==> config.mk <==
export PLATFORM = sky130hd
export DESIGN_NAME = led_scanner
export DESIGN_NICKNAME = d
export VERILOG_FILES = /design/src/rtl/led_scanner.sv
export SDC_FILE = /design/constraint.sdc
export NUM_CORES = 1
export LEC_CHECK = 0
export CELL_PAD_IN_SITES_DETAIL_PLACEMENT = 0
export CELL_PAD_IN_SITES_GLOBAL_PLACEMENT = 1
export CORE_ASPECT_RATIO = 0.6
export CORE_MARGIN = 4
export CORE_UTILIZATION = 24
export DETAILED_ROUTE_END_ITERATION = 12
export PLACE_DENSITY = 0.6
export RECOVER_POWER = 25
export SLEW_MARGIN = 5
export SYNTH_ARGS = -nofsm -noshare
export SYNTH_HDL_FRONTEND = slang
export SYNTH_SLANG_ARGS = --single-unit
==> constraint.sdc <==
create_clock -name sys_clk -period 9.85 [get_ports sys_clk]
set_clock_uncertainty 0.15 [all_clocks]
set_input_delay 2.955 -clock sys_clk [delete_from_list [all_inputs] [get_ports sys_clk]]
set_output_delay 2.955 -clock sys_clk [all_outputs]
set_load 0.005 [all_outputs]
==> src/rtl/led_scanner.sv <==
// led_scanner: prescaled LED pattern generator with bounce, rotate-up,
// rotate-down and bar-fill modes. The pattern advances once per step
// period; led and step are registered and change together.
module led_scanner #(
    parameter int NUM_LEDS    = 6,
    parameter int STEP_CYCLES = 13_500_000,
    parameter int ACTIVE_LOW  = 1
) (
    input  logic                sys_clk,
    input  logic                sys_rst,
    input  logic [1:0]          mode,
    input  logic [1:0]          speed,
    input  logic                pause,
    output logic [NUM_LEDS-1:0] led,
    output logic                step,
    output logic                dir
);

    localparam int CW = $clog2(STEP_CYCLES);
    localparam int PW = $clog2(NUM_LEDS);
    localparam logic [PW-1:0]       LAST_POS  = PW'(NUM_LEDS - 1);
    localparam logic [NUM_LEDS-1:0] RESET_PAT = NUM_LEDS'(1);

    typedef enum logic [1:0] {
        MODE_BOUNCE   = 2'b00,
        MODE_ROT_UP   = 2'b01,
        MODE_ROT_DOWN = 2'b10,
        MODE_BAR      = 2'b11
    } mode_e;

    mode_e                mode_cur;
    logic [CW-1:0]        cnt;
    logic [CW-1:0]        cnt_next;
    logic [PW-1:0]        pos;
    logic [PW-1:0]        pos_next;
    logic                 dir_next;
    logic                 tick;
    logic [31:0]          period;
    logic [31:0]          period_m1;
    logic [NUM_LEDS-1:0]  pat_next;
    logic [NUM_LEDS-1:0]  led_next;

    assign mode_cur = mode_e'(mode);

    // Prescaler: period select, tick decision and next counter value.
    // Periods that shift down to zero are clamped to one step per cycle.
    always_comb begin
        period = 32'(STEP_CYCLES) >> speed;
        if (period == 32'd0) begin
            period = 32'd1;
        end
        period_m1 = period - 32'd1;
        tick      = !pause && (32'(cnt) >= period_m1);
        cnt_next  = cnt;
        if (!pause) begin
            cnt_next = tick ? '0 : cnt + CW'(1);
        end
    end

    // Next position and direction for the current mode, applied only on tick.
    always_comb begin
        pos_next = pos;
        dir_next = dir;
        if (tick) begin
            unique case (mode_cur)
                MODE_BOUNCE: begin
                    if (dir) begin
                        if (pos == LAST_POS) begin
                            pos_next = LAST_POS - PW'(1);
                            dir_next = 1'b0;
                        end else begin
                            pos_next = pos + PW'(1);
                        end
                    end else begin
                        if (pos == '0) begin
                            pos_next = PW'(1);
                            dir_next = 1'b1;
                        end else begin
                            pos_next = pos - PW'(1);
                        end
                    end
                end
                MODE_ROT_UP, MODE_BAR: begin
                    pos_next = (pos == LAST_POS) ? '0 : pos + PW'(1);
                    dir_next = 1'b1;
                end
                MODE_ROT_DOWN: begin
                    pos_next = (pos == '0) ? LAST_POS : pos - PW'(1);
                    dir_next = 1'b0;
                end
                default: begin
                    pos_next = pos;
                    dir_next = dir;
                end
            endcase
        end
    end

    // Pattern for the next position: thermometer in bar mode, one-hot otherwise.
    always_comb begin
        pat_next = '0;
        for (int unsigned i = 0; i < NUM_LEDS; i++) begin
            if (mode_cur == MODE_BAR) begin
                pat_next[i] = (PW'(i) <= pos_next);
            end else begin
                pat_next[i] = (PW'(i) == pos_next);
            end
        end
        led_next = (ACTIVE_LOW != 0) ? ~pat_next : pat_next;
    end

    // State registers; reset overrides pause, tick and mode.
    always_ff @(posedge sys_clk) begin
        if (sys_rst) begin
            cnt  <= '0;
            pos  <= '0;
            dir  <= 1'b1;
            step <= 1'b0;
            led  <= (ACTIVE_LOW != 0) ? ~RESET_PAT : RESET_PAT;
        end else begin
            cnt  <= cnt_next;
            step <= tick;
            if (tick) begin
                pos <= pos_next;
                dir <= dir_next;
                led <= led_next;
            end
        end
    end

endmodule

=== Word level (Yosys, flattened, before mapping) ===
Index checks and enable logic that the tools add are counted.

* Register bits after elaboration: 35
* Input port bits: 7
* Output and inout port bits: 8
* Logic and storage cells: 53

* Bitwise logic cells: 1
* Multiplexer cells: 19
* Equal/unequal tests: 9
* Shift-type cells: 1
* $lt $le $gt $ge: 7
* Add/subtract/negate cells: 4
* Reductions and logical operators: 7

{| class="wikitable"
|+ Operators by type and width
! kind !! count
|-
| greater-or-equal comparator 24 x 32 -> 1 bit || 1
|-
| zero test 32 bit || 1
|-
| 2-to-1 mux 32 bit || 1
|-
| right shift 24 x 2 -> 32 bit (first input constant) || 1
|-
| subtractor 32 x 1 -> 32 bit (second input constant) || 1
|-
| adder 24 x 1 -> 24 bit (second input constant) || 1
|-
| 2-to-1 mux 24 bit || 1
|-
| 2-to-1 mux 3 bit || 6
|-
| 2-to-1 mux 1 bit || 9
|-
| case mux 3 bit (3 select lines) || 1
|-
| equality test 2 x 3 -> 1 bit (first input constant) || 2
|-
| equality test 3 bit (first input constant) || 2
|-
| <= comparator 1 x 3 -> 1 bit (first input constant) || 2
|-
| <= comparator 2 x 3 -> 1 bit (first input constant) || 2
|-
| <= comparator 3 bit (first input constant) || 2
|-
| zero test 3 bit || 2
|-
| NOT 6 bit || 1
|-
| equality test 2 bit (second input constant) || 2
|-
| adder 3 x 1 -> 3 bit (second input constant) || 1
|-
| equality test 1 x 3 -> 1 bit (first input constant) || 1
|-
| equality test 3 bit (second input constant) || 1
|-
| case mux 1 bit (3 select lines) || 1
|-
| subtractor 3 x 1 -> 3 bit (second input constant) || 1
|-
| equality test 2 x 1 -> 1 bit (second input constant) || 1
|-
| other kinds (4) || 4
|}

=== Longest topological paths before layout ===
Gate-level depths: netlist of the first run.

* Depth in word-level cells: 10
* Gate-level depth with buffers: 12
* Mapped depth without buffers: 11

=== Worst setup path after synthesis of the first run ===
No wires, ideal clock.

* Kind: input to register
* Start: input port speed[1]
* End: register led[1]
* Slack: 4355 ps
* Stages on the path: 10
* Setup time: 119 ps
* Path buffers: 1
* Arrival time: 5226 ps
* Data required time: 9581 ps
* Path through: inv_1 -> ha_1 -> inv_1 -> ha_1 -> and4_2 -> a221oi_1 -> nor2_1 -> or3_2 -> buf_4 -> o221a_2

* Cells in the longest elaborated chain, start to end: 10
* Elaborated cells on any way between the ends: 11
* Those cells by class: 1 x add/sub; 2 x order compare; 1 x eq/ne; 1 x shift; 3 x mux; 1 x bitwise; 2 x reduce/logical

{| class="wikitable"
|+ RTL lines
! what !! line !! RTL
|-
| start: declaration || 12 || <nowiki>input logic [1:0] speed,</nowiki>
|-
| right shift 24 x 2 -> 32 bit (*) || 48 || <nowiki>period = 32'(STEP_CYCLES) >> speed;</nowiki>
|-
| zero test 32 bit || 49 || <nowiki>if (period == 32'd0) begin</nowiki>
|-
| 2-to-1 mux 32 bit (*) || 49 ||
|-
| subtractor 32 x 1 -> 32 bit (*) || 52 || <nowiki>period_m1 = period - 32'd1;</nowiki>
|-
| greater-or-equal comparator 24 x 32 -> 1 bit (*) || 53 || <nowiki>tick = !pause && (32'(cnt) >= period_m1);</nowiki>
|-
| logical AND 1 bit (*) || 53 ||
|-
| 2-to-1 mux 3 bit || 64 || <nowiki>if (tick) begin</nowiki>
|-
| <= comparator 1 x 3 -> 1 bit / equality test 1 x 3 -> 1 bit (equally long branches) || 104, 106 ||
|-
| 2-to-1 mux 1 bit || 103 || <nowiki>if (mode_cur == MODE_BAR) begin</nowiki>
|-
| NOT 6 bit || 109 || <nowiki>led_next = (ACTIVE_LOW != 0) ? ~pat_next : pat_next;</nowiki>
|-
| end signal: assignment || 119 || <nowiki>led <= (ACTIVE_LOW != 0) ? ~RESET_PAT : RESET_PAT;</nowiki>
|-
| end signal: assignment || 126 || <nowiki>led <= led_next;</nowiki>
|-
| end: declaration || 14 || <nowiki>output logic [NUM_LEDS-1:0] led,</nowiki>
|}

Every way passes the cells marked *; elsewhere a longest branch is shown, timed or not.
A chain may end at the register's enable or synchronous reset.

=== Worst setup path in the final report of the first run ===
* Start: input port speed[1]
* End: register led[3]

* Cells in the longest elaborated chain, start to end: 10
* Elaborated cells on any way between the ends: 11
* Those cells by class: 1 x add/sub; 2 x order compare; 1 x eq/ne; 1 x shift; 3 x mux; 1 x bitwise; 2 x reduce/logical

{| class="wikitable"
|+ RTL lines
! what !! line
|-
| right shift 24 x 2 -> 32 bit (*) || 48
|-
| zero test 32 bit || 49
|-
| 2-to-1 mux 32 bit (*) || 49
|-
| subtractor 32 x 1 -> 32 bit (*) || 52
|-
| greater-or-equal comparator 24 x 32 -> 1 bit (*) || 53
|-
| logical AND 1 bit (*) || 53
|-
| 2-to-1 mux 3 bit || 64
|-
| <= comparator 2 x 3 -> 1 bit / equality test 2 x 3 -> 1 bit (equally long branches) || 104, 106
|-
| 2-to-1 mux 1 bit || 103
|-
| NOT 6 bit || 109
|}

Marks and branches as above.

==> results of run 1 <==
## state kept, by name (all words and copies together), names as in the netlist
signal,flops
cnt,24
dir,1
pos,3
led,6
step,1
## how the worst max path moves through the flow
| stage | start | to | slack (ns) | cells after the start |
|---|---|---|---|---|
| 6_report | speed[1] | led[3]$_SDFFE_PP1N_ | 3.28 | 12 |
| 5_1_grt | speed[1] | led[3]$_SDFFE_PP1N_ | 2.97 | 12 |
| 4_1_cts | speed[1] | led[1]$_SDFFE_PP1N_ | 3.33 | 11 |
| 3_5_place_dp | speed[1] | led[1]$_SDFFE_PP1N_ | 3.06 | 11 |
| 3_3_place_gp | speed[1] | led[1]$_SDFFE_PP1N_ | 3.25 | 10 |
| 2_1_floorplan | speed[1] | led[1]$_SDFFE_PP1N_ | 4.36 | 10 |
## worst max-delay path: stages
cell and delay (ns):
dlygate4sd3_1 0.71, inv_1 0.18, ha_1 0.42, inv_1 0.09, ha_1 0.29, a21oi_1 0.14, o21ai_0 0.11, a221oi_1 0.34
nor2_1 0.17, nor2_1 0.73, a311oi_1 0.11, a211o_2 0.34
## kinds of logic (layout without fill, tap and decap cells)
group / Yosys count / after routing
AOI/OAI and AO/OA: 47 / 47
xor gates and xnor gates: 21 / 21
adders and majority gates: 28 / 28
buffers and inverters: 21 / 36
DFF: 35 / 35
muxes: 7 / 7
other: 1 / 1
and+or+nand+nor: 95 / 95
## cell usage in the layout (no fill, tap or decap), types with 2 or more instances in the layout
master            n
a211oi_1          3
or3_2             2
o21ai_0           9
nand2b_1          2
clkbuf_16         5
dlygate4sd3_1     9
or3_1             5
mux2i_1           6
a21o_2            2
nor2b_1           4
and3_1            4
a21oi_1          14
nor2_1           35
o221ai_1          2
a21o_1            2
xnor2_1           7
clkdlybuf4s50_1   5
nand4_1           6
dfxtp_1          35
inv_1            15
nor3_1            4
nand2_1          18
o21bai_1          3
xor2_1           14
ha_1             28
nand3_1           8
## through the flow
step / cells / setup slack, ns / hold slack (ns) / utilization / total power, mW
2_1_floorplan: 255 / 4.36 / 0.315 / - / 0.163
3_3_place_gp: 393 / 3.25 / 0.314 / 0.273 / 0.170
3_5_place_dp: 393 / 3.06 / 0.350 / 0.273 / 0.170
4_1_cts: 400 / 3.33 / 0.361 / 0.291 / 0.348
5_1_grt: 400 / 2.97 / 0.397 / 0.290 / 0.360
6_report: 400 / 3.28 / 0.359 / 0.290 / 0.342
## power breakdown
| part | switching [mW] | internal [mW] |
|---|---|---|
| clock network | 0.0577 | 0.118 |
| logic | 0.0137 | 0.00939 |
| registers | 0.000844 | 0.143 |
| total | 0.0723 | 0.270 |
## metal layers
layer	vias to the layer above	GRT usage	wire length, um
li1	928	-	-
met1	787	0.133	2700
met2	17	0.128	1860
met3	2	0.0254	140
met4	0	0.0255	41
met5	-	0	0
## cell type report
cell class / instances / share of cell area
clock buffers: 5 / 0.0471
flip-flops and latches: 35 / 0.264
well taps: 130 / 0.0612
clock inverters: 2 / 0.0141
repair buffers: 14 / 0.0527
multi-input cells: 199 / 0.540
inverters: 15 / 0.0212
==> out/metrics.yaml, run 1 <==
result_of_the_run: "completed"
cts-root-to-sink-buffers: 2
grt_max_degree: 27
h-tree-depth: 2
ant_nets: 0
fp.dieH_um: 83.0
netlist_top_cells_count: "35 x dfxtp_1, 34 x nor2_1, 28 x ha_1"
leakagePower_nw: 1.07
worstPathRequired_ns: 9.86
die-area_um2: 11000
hold_path.class: "flop to flop"
yosys_most_used_dff: "dfxtp_1"
synth_top_family_by_area: "simple AND/OR/NAND/NOR gates"
overflow: 0
synth_edf_count: 0
setup.worst_path.class: "input pin to flop"
clkTransAtPathRegs_ns: 0.05
postSynthNetCount: 290
cell_count_after_synthesis: 255
cts.repair.resized: 0
synth_simple_gate_area_frac: 0.210
fillCellCount: 993
critical_path.startpoint_type: "input pin"
track_usage: 0.0906
min_delay_worst_endpoint: "led[0]$_SDFFE_PP0N_"
first_pass_iters: 4
placeableCoreArea_um2: 9160
yosys.area.top_type_share: 0.312
synth_area_leader_cell: "dfxtp_1"
timing.critical_path.arrival_ns: 6.59
yosys.cell_types.count: 49
cts.sink_count: 35
critical_path.max_fanout: 10
drt-vias-per-instance: 4.34
yosys-mux-area-fraction: 0.0317
period_share: 0.667
post_synth_instance_area_um2: 2250
post_dp_hpwl_mm: 3.76
r2r-end: "led[3]$_SDFFE_PP1N_"
synthAdderAreaFrac: 0.156
grt_antenna_before_repair: 0
synthesis.yosys.warnings: 0
synth_xor_area_frac: 0.0818
average_detailed_routed_wire_length_per_instance_um: 11.9
drt_iter0_markers: 106
initial_utilization: 0.246
totalWireLength_mm: 4.75
globalplace.congestion: 0.788
postSynth.asyncResetShare: 0
avgSynthCellArea_um2: 8.82
final_layout_size_suffix_gt1_frac: 0.0889
setup_repair_after_global_routing_missed_its_margin: "false"
post_cts.repair.setup_buffers: 0
multi_input_comb_area_um2: 1440
tightestPinTransition_ns: 0.911
design_area_um2: 2660
number_of_failing_hold_endpoints_at_the_final_stage: 0
crit_path_end_kind: "flop"
dpl-instance-area_um2: 2500
hold_path_startpoint: "led[0]$_SDFFE_PP0N_"
pwr_density_cell_nw_per_um2: 129
clock_insertion_delay_worst_skew_ns: 0.28
drt_drc_violations_left: 0
layout_min_cycle_time_ns: 6.57
number_of_global_route_vias_before_repair: 1628
finalSetupViolCount: 0
port_bufs: 14
fp.dieW_um: 133
worst_r2r_startpoint: "cnt[17]$_SDFFE_PP0N_"
routed-via-count: 1734
tritoncts.num_buffers: 5
seq_area_frac_synth: 0.312
max-slew-margin-rel: 0.390
slew_viol_final: 0
io-pin-count: 15
max_cap_viol_count: 0
tritoncts: "yes"
antennaDiodeCount: 0
postSynthRegisterBits: 35
area_growth_syn_to_layout_pct: 18.3
synth_compound_area_frac: 0.161
hold_path_depth: 2
vdd_ir_max_v: 0.0000917
design.final.nets: 305
cts.root.buffer_cell: "clkbuf_16"
r2r_slack_ns: 6.99
maximum_achievable_frequency_mhz: 152
ff_latch_area_um2: 701
holdBufCountCts: 0
grt_pass1_wl_mm: 8.14
yosys.cell_count.top_type: "dfxtp_1"
setup_total_negative_slack_ns: 0
ff2ff_path_depth: 8
core.rowCount: 27
netlist_top_cells_area: "dfxtp_1 31%, ha_1 16%, nor2_1 5.7%, xor2_1 5.5%, a21oi_1 3.1%"
No activity file was read; power rests on OpenSTA's default activity.
==> inputs of run 2 (changes only) <==
==> constraint.sdc (replaced) <==
create_clock -name sys_clk -period 6.5 [get_ports sys_clk]
set_clock_uncertainty 0.15 [all_clocks]
set_input_delay 1.95 -clock sys_clk [delete_from_list [all_inputs] [get_ports sys_clk]]
set_output_delay 1.95 -clock sys_clk [all_outputs]
set_load 0.005 [all_outputs]
==> out/metrics.yaml, run 2 (synthesized netlist as in run 1, its figures left out) <==
result_of_the_run: "completed"
critical_path.max_fanout: 10  # unchanged
fp.dieH_um: 83.0  # unchanged
pwr_density_cell_nw_per_um2: 183  # +43%
clkTransAtPathRegs_ns: 0.05  # about the same
grt_antenna_before_repair: 0  # unchanged
globalplace.congestion: 0.790  # +0.19%
drt-vias-per-instance: 4.33  # -0.17%
leakagePower_nw: 1.06  # -0.30%
design.final.nets: 305  # unchanged
multi_input_comb_area_um2: 1440  # unchanged
vdd_ir_max_v: 0.000115  # +25%
cp_cell_sequence: "dlygate4sd3_1 -> inv_1 -> ha_1 -> inv_1 -> ha_1 -> a21oi_1 -> o21ai_0 -> a221oi_1 -> nor2_1 -> nor2_1 -> a311oi_1 -> a211o_2"
layout_min_cycle_time_ns: 5.61
tritoncts.num_buffers: 5  # unchanged
grt_pass1_wl_mm: 8.00  # -1.7%
antennaDiodeCount: 0  # unchanged
cts-root-to-sink-buffers: 2  # unchanged
drt_iter0_markers: 75  # -29%
worstPathRequired_ns: 6.51  # -3.35 ns
fp.dieW_um: 133  # unchanged
timing.critical_path.arrival_ns: 5.62  # -0.97 ns
port_bufs: 14  # unchanged
clock_insertion_delay_worst_skew_ns: 0.27  # about the same
cts.root.buffer_cell: "clkbuf_16"
final_layout_size_suffix_gt1_frac: 0.0889  # unchanged
setup_repair_after_global_routing_missed_its_margin: "false"
track_usage: 0.0875  # -0.00306
placeableCoreArea_um2: 9160  # unchanged
number_of_failing_hold_endpoints_at_the_final_stage: 0  # unchanged
critical_path.startpoint_type: "input pin"
totalWireLength_mm: 4.80  # +1.0%
setup.worst_path.class: "input pin to flop"
cts.repair.resized: 0  # unchanged
tightestPinTransition_ns: 0.949  # +0.0375 ns
worst_path_largest_cell_delay_ns: 0.76  # +0.03 ns
finalSetupViolCount: 0  # unchanged
worst_hold_slack_ns: 0.346  # -0.0139 ns
post_dp_hpwl_mm: 3.76  # -0.11%
routed-via-count: 1731  # -0.17%
setup_total_negative_slack_ns: 0  # unchanged
critical_path.n_buffers_inverters: 3  # unchanged
core.rowCount: 27  # unchanged
registers.top_by_ff_count: "cnt"
number_of_global_route_vias_before_repair: 1570  # -3.6%
slew_viol_final: 0  # unchanged
crit_path_top_delay_cell: "nor2_1"
maximum_achievable_frequency_mhz: 178
first_pass_iters: 4  # unchanged
layout_setup_ws_ns: 0.891  # -2.39 ns
initial_utilization: 0.246  # unchanged
fillCellCount: 993  # unchanged
crit_path_end_kind: "flop"
ant_nets: 0  # unchanged
area_growth_syn_to_layout_pct: 17.4
max_cap_viol_count: 0  # unchanged
ff_latch_area_um2: 701  # unchanged
p_total_mw: 0.484  # +42%
tritoncts: "yes"
average_detailed_routed_wire_length_per_instance_um: 12.0  # +1.0%
hold_path.class: "flop to flop"
h-tree-depth: 2  # unchanged
layout.cells.non_filler: 400  # unchanged
die-area_um2: 11000  # unchanged
post_cts.repair.setup_buffers: 0  # unchanged
cts.sink_count: 35  # unchanged
reg.largest.list: "cnt (24), led (6), pos (3)"
max-slew-margin-rel: 0.365  # -0.0251
timing.critical_path.max_delay_family: "compound AO/OA/AOI/OAI gates"
placedCellCount: 393  # unchanged
io-pin-count: 15  # unchanged
largest_reg_flops: 24  # unchanged
holdBufCountCts: 0  # unchanged
layout_common_cells: "35 x nor2_1, 35 x dfxtp_1, 28 x ha_1, 18 x nand2_1, 15 x inv_1"
dpl_worst_slack_ns: 0.682  # -2.38 ns
drt_drc_violations_left: 0  # unchanged
period_share: 0.863
overflow: 0  # unchanged
grt_max_degree: 27  # unchanged
[run 2: layout make-up]
class | instances | share of cell area
clock buffers | 6 | 0.0526
clock inverters | 1 | 0.00190
repair buffers | 14 | 0.0531
inverters | 15 | 0.0213
well taps | 130 | 0.0616
multi-input cells | 199 | 0.544
flip-flops and latches | 35 | 0.265
[run 2: tightest hold or removal path, stage by stage, from the launching register on]
cell     delay, ns
dfxtp_1       0.32
inv_1         0.05
o22ai_1       0.07
[run 2: report_power, final]
group          internal (mW)  leakage [nW]  switching, mW
registers              0.216         0.282        0.00127
logic                 0.0141         0.708         0.0209
clock network          0.149        0.0727         0.0822
total                  0.380          1.06          0.104
[run 2: stage by stage]
step           cell area, um^2   util
2_1_floorplan             2250      -
3_3_place_gp              2500  0.273
3_5_place_dp              2500  0.273
4_1_cts                   2650  0.289
5_1_grt                   2640  0.288
6_report                  2640  0.288
[run 2: path summary, 6_finish.rpt]
kind,startpoint,endpoint,slack [ns],cells after the start
min reg2reg,led[0]$_SDFFE_PP0N_,led[0]$_SDFFE_PP0N_,0.35,2
max,speed[1],led[3]$_SDFFE_PP1N_,0.89,12
min,led[0]$_SDFFE_PP0N_,led[0]$_SDFFE_PP0N_,0.35,2
max reg2reg,cnt[17]$_SDFFE_PP0N_,led[3]$_SDFFE_PP1N_,3.62,8
[run 2: metal layers]
metal | share of wire | wire length [um] | global-route usage
met1 | 0.57 | 2760 | 0.136
met2 | 0.40 | 1900 | 0.117
met3 | 0.021 | 101 | 0.0194
met4 | 0.0075 | 36 | 0.0255
met5 | 0 | 0 | 0
